===== src/rtl/gcd_job_sequencer.sv =====
// gcd_job_sequencer: operand FIFO and issue FSM in front of the GCD controller/datapath.
// Optional job watchdog with machine abort reset: define GCD_SEQ_TIMEOUT_EN.
module gcd_job_sequencer #(
    parameter int unsigned W       = 8,
    parameter int unsigned DEPTH   = 4,
    parameter int unsigned TIMEOUT = 1023
) (
    input  logic         clk,
    input  logic         rst,
    input  logic         in_valid,
    output logic         in_ready,
    input  logic [W-1:0] in_a,
    input  logic [W-1:0] in_b,
    output logic         go,
    output logic [W-1:0] mach_a,
    output logic [W-1:0] mach_b,
    input  logic         done,
    input  logic         output_en,
    input  logic [W-1:0] gcd_result,
    output logic         mach_rst,
    output logic         out_valid,
    input  logic         out_ready,
    output logic [W-1:0] out_gcd,
    output logic         out_err
);
    localparam int unsigned PW = (DEPTH > 1) ? $clog2(DEPTH) : 1;
    localparam int unsigned CW = $clog2(DEPTH + 1);

    typedef enum logic [1:0] {IDLE, ISSUE, WAIT_BUSY, WAIT_RESULT} state_t;
    state_t state;

    logic [W-1:0]  fifo_a [DEPTH];
    logic [W-1:0]  fifo_b [DEPTH];
    logic [PW-1:0] wr_ptr;
    logic [PW-1:0] rd_ptr;
    logic [CW-1:0] count;
    logic          push;
    logic          pop;
    logic [W-1:0]  head_a;
    logic [W-1:0]  head_b;

    assign in_ready = (count != CW'(DEPTH));
    assign push     = in_valid && in_ready;
    assign pop      = (state == IDLE) && (count != '0) && done && !out_valid;
    assign head_a   = fifo_a[rd_ptr];
    assign head_b   = fifo_b[rd_ptr];

    always_ff @(posedge clk) begin
        if (push) begin
            fifo_a[wr_ptr] <= in_a;
            fifo_b[wr_ptr] <= in_b;
        end
    end

    always_ff @(posedge clk) begin
        if (rst) begin
            wr_ptr <= '0;
            rd_ptr <= '0;
            count  <= '0;
        end else begin
            if (push) wr_ptr <= wr_ptr + PW'(1);
            if (pop)  rd_ptr <= rd_ptr + PW'(1);
            case ({push, pop})
                2'b10:   count <= count + CW'(1);
                2'b01:   count <= count - CW'(1);
                default: ;
            endcase
        end
    end

`ifdef GCD_SEQ_TIMEOUT_EN
    localparam int unsigned TW = $clog2(TIMEOUT + 1);
    logic [TW-1:0] timer;
    logic          timed_out;
    assign timed_out = (timer == TW'(TIMEOUT - 1));
`else
    logic timeout_unused;
    assign timeout_unused = (TIMEOUT != 0);
    assign mach_rst       = 1'b0;
`endif

    always_ff @(posedge clk) begin
        if (rst) begin
            state     <= IDLE;
            go        <= 1'b0;
            mach_a    <= '0;
            mach_b    <= '0;
            out_valid <= 1'b0;
            out_gcd   <= '0;
            out_err   <= 1'b0;
`ifdef GCD_SEQ_TIMEOUT_EN
            timer     <= '0;
            mach_rst  <= 1'b0;
`endif
        end else begin
            go <= 1'b0;
            if (out_valid && out_ready) out_valid <= 1'b0;
            case (state)
                IDLE: begin
                    if (pop) begin
                        mach_a <= head_a;
                        mach_b <= head_b;
                        // zero operands would never terminate in the machine: resolve here
                        if (head_a == '0 || head_b == '0) begin
                            out_valid <= 1'b1;
                            out_gcd   <= head_a | head_b;
                            out_err   <= (head_a == '0) && (head_b == '0);
                        end else begin
                            state <= ISSUE;
                            go    <= 1'b1;
                        end
                    end
                end
                ISSUE:     state <= WAIT_BUSY;
                WAIT_BUSY: if (!done) state <= WAIT_RESULT;
                WAIT_RESULT: begin
                    if (output_en) begin
                        out_valid <= 1'b1;
                        out_gcd   <= gcd_result;
                        out_err   <= 1'b0;
                        state     <= IDLE;
                    end
                end
                default: state <= IDLE;
            endcase
`ifdef GCD_SEQ_TIMEOUT_EN
            // watchdog overrides the case above; the abort cycle is followed by the error result
            if (state == IDLE && pop) timer <= '0;
            if (state == WAIT_BUSY || state == WAIT_RESULT) begin
                timer <= timer + TW'(1);
                if (mach_rst) begin
                    mach_rst  <= 1'b0;
                    out_valid <= 1'b1;
                    out_err   <= 1'b1;
                    out_gcd   <= '0;
                    state     <= IDLE;
                end else if (timed_out && !(state == WAIT_RESULT && output_en)) begin
                    mach_rst <= 1'b1;
                end
            end
`endif
        end
    end
endmodule


===== config.mk =====
export PLATFORM = sky130hd
export DESIGN_NAME = gcd_job_sequencer
export DESIGN_NICKNAME = d
export VERILOG_FILES = /design/src/rtl/gcd_job_sequencer.sv
export SDC_FILE = /design/constraint.sdc
export NUM_CORES = 1
export LEC_CHECK = 0
export BUFFER_PORTS_ARGS = -buffer_cell sky130_fd_sc_hd__buf_2
export CORE_ASPECT_RATIO = 0.75
export CORE_MARGIN = 3
export CORE_UTILIZATION = 50
export DETAILED_ROUTE_END_ITERATION = 8
export PLACE_DENSITY = 0.77
export SLEW_MARGIN = 15
export SYNTH_ARGS = -nofsm -noshare
export SYNTH_HDL_FRONTEND = slang
export SYNTH_SLANG_ARGS = --single-unit

===== constraint.sdc =====
create_clock -name clk -period 3.46 [get_ports clk]
set_clock_uncertainty 0.2 [all_clocks]
set_input_delay 0 -clock clk [delete_from_list [all_inputs] [get_ports clk]]
set_output_delay 0 -clock clk [all_outputs]
set_load 0.05 [all_outputs]

==> run metrics <==
Peak VDD IR 432 uV; global-route wire length before repair between 10000 and 15000 um; largest net degree at the start of global routing 39; Max Fclk approximately 300 MHz; Mapped Area 4140 um^2; max cap viols 0; wire per inst ~16 um; die extent in y approximately 85 um; CP Capture Type register; Site Rows 28; Worst-path clk slew approximately 100 ps; clock sink count 102; met2 routed WL between 3000 and 4000 um; DR vias 2563; Reg power frac 0.413; Hold Vio Cnt, Final 0; Nets roughly 430; outcome complete, no violations; post-synthesis xor/xnor area fraction 0.0106; CP max FO 16; Post-Synthesis Cells a little under 300; Logic pwr share 0.371; grt total ovfl 0; power share of the clock group 0.216; highest routed layer met4; fin crit period 3320 ps; sequential area share after synthesis 0.647; CORE AREA ~8000 um^2; arrival time at the worst endpoint between 3000 and 4000 ps; Mapped Avg Cell Area roughly 14 um^2; CP startpoint kind register; worst min-delay path category in -> reg; hold_ws 34.8 ps; Power Dens Cells between 700 and 800 nW/um^2; initial core utilization 0.519; Crit path required time approximately 3500 ps; adder-cell share of the synthesized area 0.0320; slowest cell on the critical path mux4_1; Pre-antenna DRT Iters 4; Vias/cell ~5; Synth area leaders edfxtp_1 (46%), dfxtp_1 (18%), mux4_1 (5.7%), nand2_1 (4.3%), mux4_2 (3.8%); Final ANT Viol Nets 0; DR DRC count 0; Area Growth Syn to Fin 21.8%; n_diodes 0; largest family of logic cells by synthesized area multiplexers; share of flip-flops with an asynchronous set or reset 0; GR Util All Layers 0.187; setup_tns 0 ps; vias in the first global route between 2k and 3k; num ports approximately 60; internal power 2.44 mW; Initial DRC Count 146; final number of setup-violating endpoints 0; Largest delay share family, worst path buffers and inverters; Most used DFF post-synth edfxtp_1; synth cell count leaders edfxtp_1 (64), nand2_1 (48), dfxtp_1 (38); post-synth top area cell edfxtp_1; Met1 Routed Length around 3800 um; Critical Path Max Stage Delay approximately 650 ps; fin crit share 0.959; Yosys Warn Count 0; Synth Area in Compound Gates 0.0510; post-synthesis simple-gate area fraction 0.0936; reported leakage power between 1.5 and 2 nW; pre-CTS WS 623 ps; Slew Limit Fails 0; share of Yosys cell area claimed by the top area cell type 0.464; PortBufs 57; Placer Congestion approximately 0.81; initial antenna violation count 0; setup slack after layout between 100 and 150 ps; worst-skew pair later-pin latency about 380 ps; Clock Path Buffers 2; mux share of post-synthesis cell area 0.119; fillers about 610; worst-margin pin slew between 800 and 900 ps; met3 routed WL about 500 um; share of cells above drive strength 1 0.235; H-Tree Depth 3; WS Path Type reg -> reg; CTS tree done; Slew HR 0.427; WL final slightly above 8000 um; worst-path cell chain buf_8, mux4_1, nor4_1, nand2_1, a311oi_2, buf_6, mux2i_1, nor2_1, dlygate4sd3_1; Final Util 0.632; Die ar. ~9400 um^2; Mapped Nets roughly 340; Crit path buffers/inverters 3; Post-synth EDFFs 64; most common cell in the netlist edfxtp_1; CTS Buf Count 9; #FFs+latches synth a little over 100; dpl hpwl 5540 um; Die W 111 um; Post-CTS Setup Bufs 0; Root Buffer clkbuf_8; Net Sw Power approximately 1.4 mW; Yosys cell types 35; sw frac 0.369
==> flip-flops by register name, indices dropped and copies added (netlist names), named ones only <==
signal	count
mach_b	8
out_valid	1
mach_a	8
fifo_b	32
rd_ptr	2
out_err	1
count	3
wr_ptr	2
fifo_a	32
out_gcd	8
go	1
state	2
==> cell type report <==
| cell class | count | area [um^2] | share of cell area |
|---|---|---|---|
| sequential | 102 | 2680 | 0.532 |
| multi-input combinational | 169 | 1260 | 0.250 |
| timing repair buffer | 99 | 707 | 0.140 |
| tap | 105 | 131 | 0.0260 |
| clock buffer | 9 | 124 | 0.0245 |
| clock inverter | 7 | 103 | 0.0203 |
| inverter | 10 | 37.5 | 0.00744 |
==> layout by cell type (no fill, tap or decap), types with 2 or more instances in the layout <==
cell type / Yosys / routed
dlygate4sd3_1: 1 / 38
inv_8: 0 / 2
edfxtp_1: 64 / 64
xor2_1: 3 / 3
a211oi_1: 3 / 3
o21ai_0: 9 / 9
xnor2_1: 2 / 2
mux4_2: 7 / 12
bufinv_16: 0 / 2
clkbuf_8: 4 / 9
buf_4: 2 / 2
mux2i_1: 10 / 10
nand2b_1: 3 / 3
nor2_1: 25 / 25
inv_1: 10 / 10
dfxtp_1: 38 / 37
nor4_2: 1 / 2
nor3_1: 3 / 3
nor4_1: 3 / 2
nand2_1: 48 / 48
a21oi_1: 20 / 20
mux4_1: 9 / 4
ha_1: 9 / 9
or3_1: 2 / 2
buf_2: 0 / 57
and3_1: 4 / 4
==> metal layers <==
| layer | up-vias | global-route usage |
|---|---|---|
| li1 | 1251 | - |
| met1 | 1221 | 0.255 |
| met2 | 79 | 0.292 |
| met3 | 12 | 0.0684 |
| met4 | 0 | 0.0442 |
| met5 | - | 0 |
==> final timing paths <==
check / from / end / slack [ps] / cells past startpoint
hold / removal: output_en / state[1]$_SDFFE_PP0P_ / 30 / 5
setup reg to reg: register / out_gcd[1]$_SDFFE_PP0P_ / 140 / 9
setup / recovery: register / out_gcd[1]$_SDFFE_PP0P_ / 140 / 9
hold reg to reg: mach_b[4]$_SDFFE_PP0N_ / mach_b[4]$_SDFFE_PP0N_ / 260 / 2
==> power by group through the flow <==
stage          sequential (mW)  combinational [mW]  clock [mW]
6_report                  1.60                1.44       0.836
2_1_floorplan             1.90               0.769           0
5_1_grt                   1.62                1.57       0.907
4_1_cts                   1.59                1.41       0.849
3_3_place_gp              1.61                1.30           0
3_5_place_dp              1.62                1.33           0
==> cell families (layout without fill, tap and decap cells) <==
logic type      count (synthesis)  count (layout)
compound gates                 36              36
xor+xnor                        5               5
fa+ha+maj                      10              10
buf+inv                        26             125
flops                         102             102
mux                            26              26
other cells                     1               1
simple gates                   91              91
==> per-stage QoR <==
step	area (um^2)	cells	power [mW]
CTS	5050	501	3.86
floorplan	4140	297	2.67
global route	5050	501	4.10
finish	5050	501	3.87
detailed placement	4440	447	2.95
global placement	4440	447	2.92
==> what timing repair did <==
action | CTS | global route
endpoints found under the hold margin | 101 | 0
endpoints found under the setup margin | 0 | 8
hold buffers | 38 | 0
gates resized for setup | 0 | 10
==> worst min-delay path, cell delays in order <==
cell and delay (ps):
buf_2 110, inv_1 50, a22o_2 170, a221o_1 150
mux2i_1 80
(Power assumes the default switching activity.)
